### config.mk
export PLATFORM = sky130hd
export DESIGN_NAME = hart_mem_arbiter
export DESIGN_NICKNAME = d
export VERILOG_FILES = /design/src/rtl/hart_mem_arbiter.sv
export SDC_FILE = /design/constraint.sdc
export NUM_CORES = 1
export LEC_CHECK = 0
export CAP_MARGIN = 20
export CELL_PAD_IN_SITES_DETAIL_PLACEMENT = 0
export CELL_PAD_IN_SITES_GLOBAL_PLACEMENT = 1
export CORE_UTILIZATION = 26
export DETAILED_ROUTE_END_ITERATION = 10
export PLACE_DENSITY = 0.89
export SETUP_SLACK_MARGIN = 0.5
export SKIP_CTS_REPAIR_TIMING = 1
export SYNTH_ARGS = -nofsm -noshare
export SYNTH_HDL_FRONTEND = slang
export SYNTH_SLANG_ARGS = --single-unit
export TNS_END_PERCENT = 20
### constraint.sdc
create_clock -name i_clk -period 7.1 [get_ports i_clk]
set_input_delay 1.775 -clock i_clk [delete_from_list [all_inputs] [get_ports i_clk]]
set_output_delay 1.775 -clock i_clk [all_outputs]
set_load 0.02 [all_outputs]
### src/rtl/hart_mem_arbiter.sv
// Merges one HART's fetch and data ports onto a single memory port, one transaction at a time.
// Optional macro ARVI_ARB_RR_EN selects round-robin tie-breaking instead of fixed priority.
`ifndef XLEN
`define XLEN 32
`endif

module hart_mem_arbiter #(
  parameter int D_PRIORITY = 1
) (
  input  logic              i_clk,
  input  logic              i_rst,
  input  logic              i_IC_DataReq,
  input  logic [`XLEN-1:0]  i_IM_Addr,
  output logic [`XLEN-1:0]  o_IM_Instr,
  output logic              o_IC_MemReady,
  input  logic              i_DM_MemRead,
  input  logic              i_DM_Wen,
  input  logic [`XLEN-1:0]  i_DM_Addr,
  input  logic [`XLEN-1:0]  i_DM_Wd,
  input  logic [3:0]        i_DM_byte_en,
  output logic [`XLEN-1:0]  o_DM_ReadData,
  output logic              o_DM_data_ready,
  output logic              o_MEM_req,
  output logic              o_MEM_we,
  output logic [`XLEN-1:0]  o_MEM_addr,
  output logic [`XLEN-1:0]  o_MEM_wdata,
  output logic [3:0]        o_MEM_be,
  input  logic              i_MEM_ack,
  input  logic [`XLEN-1:0]  i_MEM_rdata
);

  typedef enum logic [2:0] {
    IDLE   = 3'd0,
    I_BUS  = 3'd1,
    D_BUS  = 3'd2,
    I_DONE = 3'd3,
    D_DONE = 3'd4
  } state_e;

  localparam logic D_FIRST = (D_PRIORITY != 0);

  state_e             state_q, state_d;
  logic               we_q, we_d;
  logic [`XLEN-1:0]   instr_q, instr_d;
  logic [`XLEN-1:0]   rdata_q, rdata_d;
  logic               d_pend;
  logic               tie_to_d;
  logic               in_i, in_d;

  assign d_pend = i_DM_MemRead | i_DM_Wen;

`ifdef ARVI_ARB_RR_EN
  // Pointer holds the side that wins the next tie: the one not granted last.
  logic pref_d_q, pref_d_d;
  assign tie_to_d = pref_d_q;

  always_ff @(posedge i_clk or posedge i_rst) begin
    if (i_rst) pref_d_q <= D_FIRST;
    else       pref_d_q <= pref_d_d;
  end
`else
  assign tie_to_d = D_FIRST;
`endif

  always_ff @(posedge i_clk or posedge i_rst) begin
    if (i_rst) begin
      state_q <= IDLE;
      we_q    <= 1'b0;
      instr_q <= '0;
      rdata_q <= '0;
    end else begin
      state_q <= state_d;
      we_q    <= we_d;
      instr_q <= instr_d;
      rdata_q <= rdata_d;
    end
  end

  always_comb begin
    state_d = state_q;
    we_d    = we_q;
    instr_d = instr_q;
    rdata_d = rdata_q;
`ifdef ARVI_ARB_RR_EN
    pref_d_d = pref_d_q;
`endif
    case (state_q)
      IDLE: begin
        if (i_IC_DataReq && (!d_pend || !tie_to_d)) begin
          state_d = I_BUS;
`ifdef ARVI_ARB_RR_EN
          pref_d_d = 1'b1;
`endif
        end else if (d_pend) begin
          state_d = D_BUS;
          // Write wins when both strobes are high; latched so a dropped request cannot flip it.
          we_d    = i_DM_Wen;
`ifdef ARVI_ARB_RR_EN
          pref_d_d = 1'b0;
`endif
        end
      end
      I_BUS: begin
        if (i_MEM_ack) begin
          instr_d = i_MEM_rdata;
          state_d = I_DONE;
        end
      end
      D_BUS: begin
        if (i_MEM_ack) begin
          rdata_d = i_MEM_rdata;
          state_d = D_DONE;
        end
      end
      // DONE states never sample requests, so a held stale request cannot re-issue.
      I_DONE:  state_d = IDLE;
      D_DONE:  state_d = IDLE;
      default: state_d = IDLE;
    endcase
  end

  assign in_i = (state_q == I_BUS);
  assign in_d = (state_q == D_BUS);

  assign o_MEM_req       = in_i | in_d;
  assign o_MEM_we        = in_d & we_q;
  assign o_MEM_addr      = in_i ? i_IM_Addr : (in_d ? i_DM_Addr : '0);
  assign o_MEM_wdata     = (in_d & we_q) ? i_DM_Wd : '0;
  assign o_MEM_be        = (in_d & we_q) ? i_DM_byte_en : ((in_i | in_d) ? 4'hF : 4'h0);
  assign o_IC_MemReady   = (state_q == I_DONE);
  assign o_DM_data_ready = (state_q == D_DONE);
  assign o_IM_Instr      = instr_q;
  assign o_DM_ReadData   = rdata_q;

endmodule

# ---- Word-level counts from Yosys, hierarchy flattened
# Index checks and enable logic that the tools add are counted.
# W data, S select, Z words.
dict set report word_totals {
  ff_bits 68
  inputBits 138
  output_inout_bits 136
  word_cells 32
}
dict set report classes {
  n_eq_ne 7
  muxes 10
  bitwise 4
  n_reduce_logical 7
}
# operator n
set ops {}
lappend ops {{$mux W32} 3}
lappend ops {{$mux W3} 4}
lappend ops {{$pmux W3 S3} 1}
lappend ops {{$mux W4} 2}
lappend ops {{$eq A3 B2 Y1 const B} 2}
lappend ops {{$reduce_and A3 Y1} 2}
lappend ops {{$ne A2 B2 Y1 const B} 2}
lappend ops {{$reduce_and A2 Y1} 2}
lappend ops {{$eq A3 B1 Y1 const B} 1}
lappend ops {{$eq A3 B3 Y1 const B} 1}
lappend ops {{$logic_not A3 Y1} 1}
lappend ops {{$ne A3 B3 Y1 const B} 1}
lappend ops {{$or A1 B1 Y1} 2}
lappend ops {{$and A1 B1 Y1} 1}
lappend ops {{$logic_and A1 B1 Y1} 1}
lappend ops {{$logic_not A1 Y1} 1}
lappend ops {{$not A1 Y1} 1}

# ---- Logic depth before layout (Yosys ltp)
# Gate-level depths: netlist (run 1).
dict set report depth {
  depth_word 5
  depth_mapped 6
  depth_no_buf 3
}

# ---- Least setup slack after synthesis (run 1)
# OpenSTA, ideal clock, no wires.
dict set report synth_path {
  kind {input to output}
  from {input port i_DM_byte_en[0]}
  to {output port o_MEM_be[0]}
  arrival_time_ns 2.205
  required_time_ns 5.325
  path_slack_ns 3.120
  cell_stages 2
  path_buffers 0
  cell_sequence {o21ai_0 > a21oi_1}
}
dict set report synth_between {
  elab_chain_cells 1
}
# item line
set synth_lines {}
lappend synth_lines {{start: declaration} 20} ;# input logic [3:0] i_DM_byte_en,
lappend synth_lines {{$mux W4} 129} ;# assign o_MEM_be = (in_d & we_q) ? i_DM_byte_en : ((in_i | in_d) ? 4'hF : 4'h0);
lappend synth_lines {{end: declaration} 27} ;# output logic [3:0] o_MEM_be,
# Every way passes these cells.

# ---- Worst setup path after layout (run 1)
dict set report layout_path {
  from {input port i_DM_byte_en[3]}
  to {output port o_MEM_be[3]}
}
# Same word-level chain as after synthesis.

==> summary.md, run 1 <==
| Metric | Value |
|---|---|
| Number of global-route vias before repair | `3425` |
| Setup TNS | `0 ps` |
| Clock Latency Late Sink | `320 ps` |
| Post-synth cell types | `27` |
| Largest net degree at the start of global routing | `69` |
| Delay-heaviest family, CP | `buffers and inverters` |
| Final wirelength | `11.9 mm` |
| I/O pin count | `274` |
| Total power | `2890 uW` |
| CP max-delay cell | `clkdlybuf4s50_1` |
| CTS max path bufs | `2` |
| Area after DPL | `6310 sq um` |
| Nets | `687` |
| Site row count | `42` |
| Die Y | `118 microns` |
| Levels on crit path | `4` |
| Vias post-DR | `3274` |
| Final worst slack | `2140 ps` |
| Die X | `118 microns` |
| DRT iter0 DRCs | `142` |
| WS Path Type | `input port to output pin` |
| Gpl congestion | `0.825` |
| Slew of the pin with the lowest slew margin | `852 ps` |
| CTS H-tree lvls | `3` |
| Crit Path Max Fanout | `1` |
| Most used routing layer | `met2` |
| Syn nets | `421` |
| Initial antenna violation count | `0` |
| Antenna-violating nets left | `0` |
| Slew HR | `43.2%` |
| CTS Sinks | `68` |
| Most common cell on crit path | `clkdlybuf4s50_1` |
| Met1 Use GR | `19.7%` |
| Gr ovfl total | `0` |
| # fillers | `1179` |
| Synth Instances | `283` |
| M2 GR Usage | `30.1%` |
| Mapped Area | `3510 sq um` |
| Worst Hold Launch | `o_IM_Instr[28]` |
| First-pass GRT wire length | `18.8 mm` |
| Fin util | `50.3%` |
| Root buf cell | `clkbuf_16` |
| Sequential share of the synthesized area | `48.4%` |
| LEAKAGE | `0.00275 uW` |
| Startpoint types | `input port` |
| Design Area, Final | `6630 sq um` |
| CP endpoint kind | `output pin` |
| Tot GR Track Use | `16.9%` |
| Pre-CTS setup slack | `2150 ps` |
| Crit path launch | `i_DM_byte_en[3]` |
| WHS Path Cells | `1` |
| Slew Viols, Final | `0` |
| Pwr Density | `435 nW/um^2` |
| Met3 usage | `4.49%` |
| CP cell instances | `clkdlybuf4s50_1, o21ai_0, a21oi_1, clkdlybuf4s50_1` |
| Initial core utilization | `26.6%` |
| Area growth from synthesis to layout | `88.8%` |
| CP max stage delay | `630 ps` |
| WL/cell | `16.4 microns` |
| VDD IR max | `0.242 mV` |
| Port Buffers | `273` |
| Final min period | `4960 ps` |
| Hold/Removal Path Class | `register to register` |
| Final Skew | `7.47 ps` |
| Vias/cell | `4.49` |
| Worst R2R Path Depth | `4` |
| Layout cells sized above 1 | `16.1%` |
| Critical Path AT | `3190 ps` |
| Period utilization | `69.9%` |
| F_max | `201 MHz` |
| Yosys warning count | `0` |
| Final Hold Viols | `0` |
| Max cap viols | `0` |
| Worst R2R Start | `state_q[2]` |
| RSZ-0062 raised after global routing | `no` |
| Num CTS Buffers | `9` |
| # setup viols final | `0` |
| DRC violation count after routing | `0` |
| Buffers plus inverters on the worst setup path | `2` |
| Synthesis-stage register bit count | `68` |
| First drt pass iteration count | `5` |
| HPWL after DPL | `9.01 mm` |
| Core ar. | `13200 sq um` |
| Worst-path clk slew | `60 ps` |
| Ant. Diodes | `0` |
| Die area | `14000 sq um` |
| Status | `finished clean` |
| Critical Path RT | `5330 ps` |
| CTS tree | `built` |
| Syn_area_per_cell | `12.4 sq um` |
## area by class of cell
cell class | instances | area, sq um | area share, %
tap | 176 | 220 | 3.32
timing repair buffer | 280 | 2800 | 42.2
clock inverter | 5 | 77.6 | 1.17
clock buffer | 10 | 229 | 3.45
inverter | 3 | 11.3 | 0.170
sequential | 68 | 1700 | 25.7
multi-input combinational | 187 | 1600 | 24.1
## cells in the final DEF (no fill, tap or decap)
master	Yosys	final
nor3b_1	1	1
a22o_1	1	1
nor2_1	33	33
and3b_1	1	1
a21oi_1	6	6
nor2b_1	3	1
inv_2	0	1
o21ai_0	4	4
nor4_1	1	1
clkinv_2	0	2
mux2_4	29	29
nor2b_2	0	2
clkdlybuf4s50_1	0	273
clkbuf_16	0	9
mux2_2	33	33
nand2b_1	1	1
nor4bb_4	1	1
clkinvlp_4	0	1
buf_4	5	5
nand2_1	2	2
nor3_4	1	1
nor4b_4	1	1
dfrtp_1	68	68
nor3_1	2	2
and2_1	32	32
clkbuf_1	4	1
inv_1	3	2
bufinv_16	0	2
buf_8	0	1
a22oi_1	32	32
a2111oi_0	1	1
buf_6	5	1
mux2_1	2	2
## flip-flops by register name (all words and copies together), names as in the netlist
| register | cells |
|---|---|
| state_q | 3 |
| o_IM_Instr | 32 |
| we_q | 1 |
| o_DM_ReadData | 32 |
## synth_stat cells (all sizes together)
library cell / number / area share, %
nor4: 1 / 0.18
and3b: 1 / 0.25
dfrtp: 68 / 48
nor4bb: 1 / 0.71
a22o: 1 / 0.25
inv: 3 / 0.32
a2111oi: 1 / 0.25
nor2: 33 / 3.5
and2: 32 / 5.7
clkbuf: 4 / 0.43
nor3: 3 / 0.75
o21ai: 4 / 0.57
nor3b: 1 / 0.21
nand2b: 1 / 0.18
nand2: 2 / 0.21
nor2b: 3 / 0.53
a22oi: 32 / 6.8
nor4b: 1 / 0.68
buf: 21 / 5.5
mux2: 64 / 24
a21oi: 6 / 0.85
## per-stage QoR
stage | std cells | hold slack [ps]
finish | 729 | 485
floorplan | 283 | 466
global placement | 712 | 469
global route | 729 | 499
detailed placement | 713 | 476
CTS | 728 | 488
## where the power goes
group | switching, uW | internal (uW) | total, uW
clock | 159 | 304 | 463
sequential | 119 | 578 | 697
combinational | 817 | 910 | 1730
total | 1090 | 1790 | 2890
## kinds of logic after synthesis
group | count (synthesis) | synth area share (%)
flip-flops | 68 | 48.4
multiplexers | 64 | 23.6
buffers and inverters | 28 | 6.27
AND/OR/NAND/NOR | 79 | 12.9
AO/OA/AOI/OAI | 44 | 8.76
## worst paths after layout
kind	to	slack (ps)
min in group asynchronous	o_DM_ReadData[31]	2030
min reg2reg	o_IM_Instr[28]	490
max in group asynchronous	state_q[1]	4510
max	o_MEM_be[3]	2140
min	o_IM_Instr[28]	490
max reg2reg	o_DM_ReadData[3]	5010
## metal layers
metal / vias up / wire length, microns / part of all wire, %
met4: 0 / 203 / 1.7
met2: 145 / 6190 / 52
met1: 1594 / 4640 / 39
met3: 15 / 911 / 7.6
li1: 1520 / - / -
met5: - / 0 / 0
Power figures use the tool's default switching activity.
==> run 2, diff against run 1 <==
CORE_UTILIZATION = 22   (was 26)
PLACE_DENSITY = 0.8   (was 0.89)
clock period = 4.32 ns   (was 7.1 ns; I/O delays follow)
==> run 2 against run 1 <==
  * Critical path depth is 1 higher
  * Non-clock buffer count stayed put
  * Wire length is 1.5% higher
  * Combinational power is 64% higher
  * Utilization is 6.9 points lower
  * Design area is 0.47% higher
  * Critical path type is now register to output pin
  * Largest cell class unchanged
  * Largest power group unchanged
==> summary.md, run 2 (synthesized netlist as in run 1, its figures left out) <==
| Metric | Value |
|---|---|
| Status | `finished clean` |
| DRC violation count after routing | `0` |
| Final min period | `3540 ps` |
| VDD IR max | `0.355 mV` |
| Area growth from synthesis to layout | `89.7%` |
| Die X | `128 microns` |
| CTS Sinks | `68` |
| Period utilization | `81.8%` |
| Crit Path Max Fanout | `37` |
| LEAKAGE | `0.00274 uW` |
| Buffers plus inverters on the worst setup path | `2` |
| Gr ovfl total | `0` |
| Switching pwr | `1800 uW` |
| Clock power share | `15.4%` |
| Delay-heaviest family, CP | `buffers and inverters` |
| Layout cells sized above 1 | `16.1%` |
| CTS tree | `built` |
| Clock Latency Late Sink | `320 ps` |
| HPWL after DPL | `9.11 mm` |
| Root buf cell | `clkbuf_16` |
| Vias/cell | `4.24` |
| Initial core utilization | `22.9%` |
| Tot GR Track Use | `13.9%` |
| Max cap viols | `0` |
| Commonest non-fill, non-tap cell in the layout | `clkdlybuf4s50_1` |
| Ant. Diodes | `0` |
| Reg power frac | `24.5%` |
| I/O pin count | `274` |
| CP max-delay cell | `clkdlybuf4s50_1` |
| Area occupied by multi-input gates | `1600 sq um` |
| Storage cell area | `1700 sq um` |
| CTS H-tree lvls | `3` |
| Hold/Removal Path Class | `register to register` |
| CTS max path bufs | `2` |
| Comb power frac | `60.1%` |
| Core ar. | `15400 sq um` |
| First-pass GRT wire length | `17.7 mm` |
| # setup viols final | `0` |
| CP max stage delay | `620 ps` |
| Startpoint types | `register` |
| CP endpoint kind | `output pin` |
| Final Skew | `3.04 ps` |
| Number of global-route vias before repair | `3309` |
| Critical Path AT | `2460 ps` |
| Initial antenna violation count | `0` |
| Vias post-DR | `3236` |
| Slew HR | `57.5%` |
| Setup TNS | `0 ps` |
| Gpl congestion | `0.727` |
| Switch share | `38.4%` |
| Die Y | `128 microns` |
| Die area | `16500 sq um` |
| Nets | `687` |
| Largest net degree at the start of global routing | `45` |
| Critical Path RT | `3240 ps` |
| Slew Viols, Final | `0` |
| First drt pass iteration count | `4` |
| Most frequent cells in the layout | `clkdlybuf4s50_1, dfrtp_1, mux2_2, nor2_1` |
| Final wirelength | `12.1 mm` |
| # fillers | `1434` |
| Total power | `4700 uW` |
| Num CTS Buffers | `9` |
| Final Hold Viols | `0` |
| Int Pwr | `2900 uW` |
| F_max | `283 MHz` |
| RSZ-0062 raised after global routing | `no` |
| Slew of the pin with the lowest slew margin | `638 ps` |
| CP cell instances | `nor2b_2, buf_4, o21ai_0, a21oi_1, clkdlybuf4s50_1` |
| Antenna-violating nets left | `0` |
| Pwr Density | `706 nW/um^2` |
| DRT iter0 DRCs | `120` |
| Site row count | `45` |
| Port Buffers | `273` |
| WS Path Type | `register to output pin` |
| Worst-path clk slew | `60 ps` |
| WL/cell | `15.9 microns` |
run 2: changes by cell type in the layout (fill, tap and decap cells not counted):
cell | before | now
clkinv_2 | 2 | 1
bufinv_16 | 2 | 1
clkinvlp_4 | 1 | 2
clkbuf_8 | 0 | 1
buf_6 | 1 | 0
buf_8 | 1 | 0
buf_12 | 0 | 1
buf_4 | 5 | 6
run 2: layer usage:
layer  vias up  wire length [microns]  part of all wire (%)  track usage (%)
met5         -                      0                     0                0
met4         0                    162                   1.3             4.50
met3        13                   1040                   8.5             4.53
met2       140                   6330                    52             25.0
met1      1564                   4600                    38             15.5
li1       1519                      -                     -                -
run 2: power groups by stage:
stage | combinational, uW | clock (uW) | sequential [uW]
after CTS | 2860 | 753 | 1160
after global routing | 2980 | 779 | 1200
after floorplan | 1210 | 0 | 1480
after detailed placement | 2850 | 0 | 1160
final | 2830 | 723 | 1150
after global placement | 2820 | 0 | 1140
run 2: worst register-to-register path: cells and delay by family, from the launching register on:
kind                   cells  cell delay [ps]
buffers and inverters      2              860
flip-flops                 1              410
multiplexers               1              420
AND/OR/NAND/NOR            1              320
run 2: metrics by stage:
step                worst slack [ps]  cell area [sq um]  hold slack, ps  utilization (%)  cells
finish                           785               6660             497             43.4    764
global route                     571               6660             506             43.4    764
CTS                              748               6660             500             43.4    764
detailed placement               826               6370             487             41.4    749
global placement                 833               6370             474             41.4    749
floorplan                       1530               3510             466                -    283
run 2: worst paths after layout:
check / startpoint / to / slack [ps] / cells past startpoint
setup / recovery: state_q[1] / o_MEM_be[2] / 780 / 5
hold / removal: o_IM_Instr[25] / o_IM_Instr[25] / 500 / 1
setup reg to reg: state_q[2] / o_DM_ReadData[3] / 2200 / 4
hold reg to reg: o_IM_Instr[25] / o_IM_Instr[25] / 500 / 1
max in group asynchronous: i_rst / o_IM_Instr[3] / 2240 / 3
min in group asynchronous: i_rst / o_IM_Instr[2] / 1120 / 2
run 2: layout make-up:
cell class              count  share of cell area [%]
well taps                 211                    3.96
multi-input cells         187                    24.0
repair buffers            280                    42.0
clock buffers              11                    3.64
flip-flops and latches     68                    25.5
clock inverters             4                   0.751
inverters                   3                   0.169
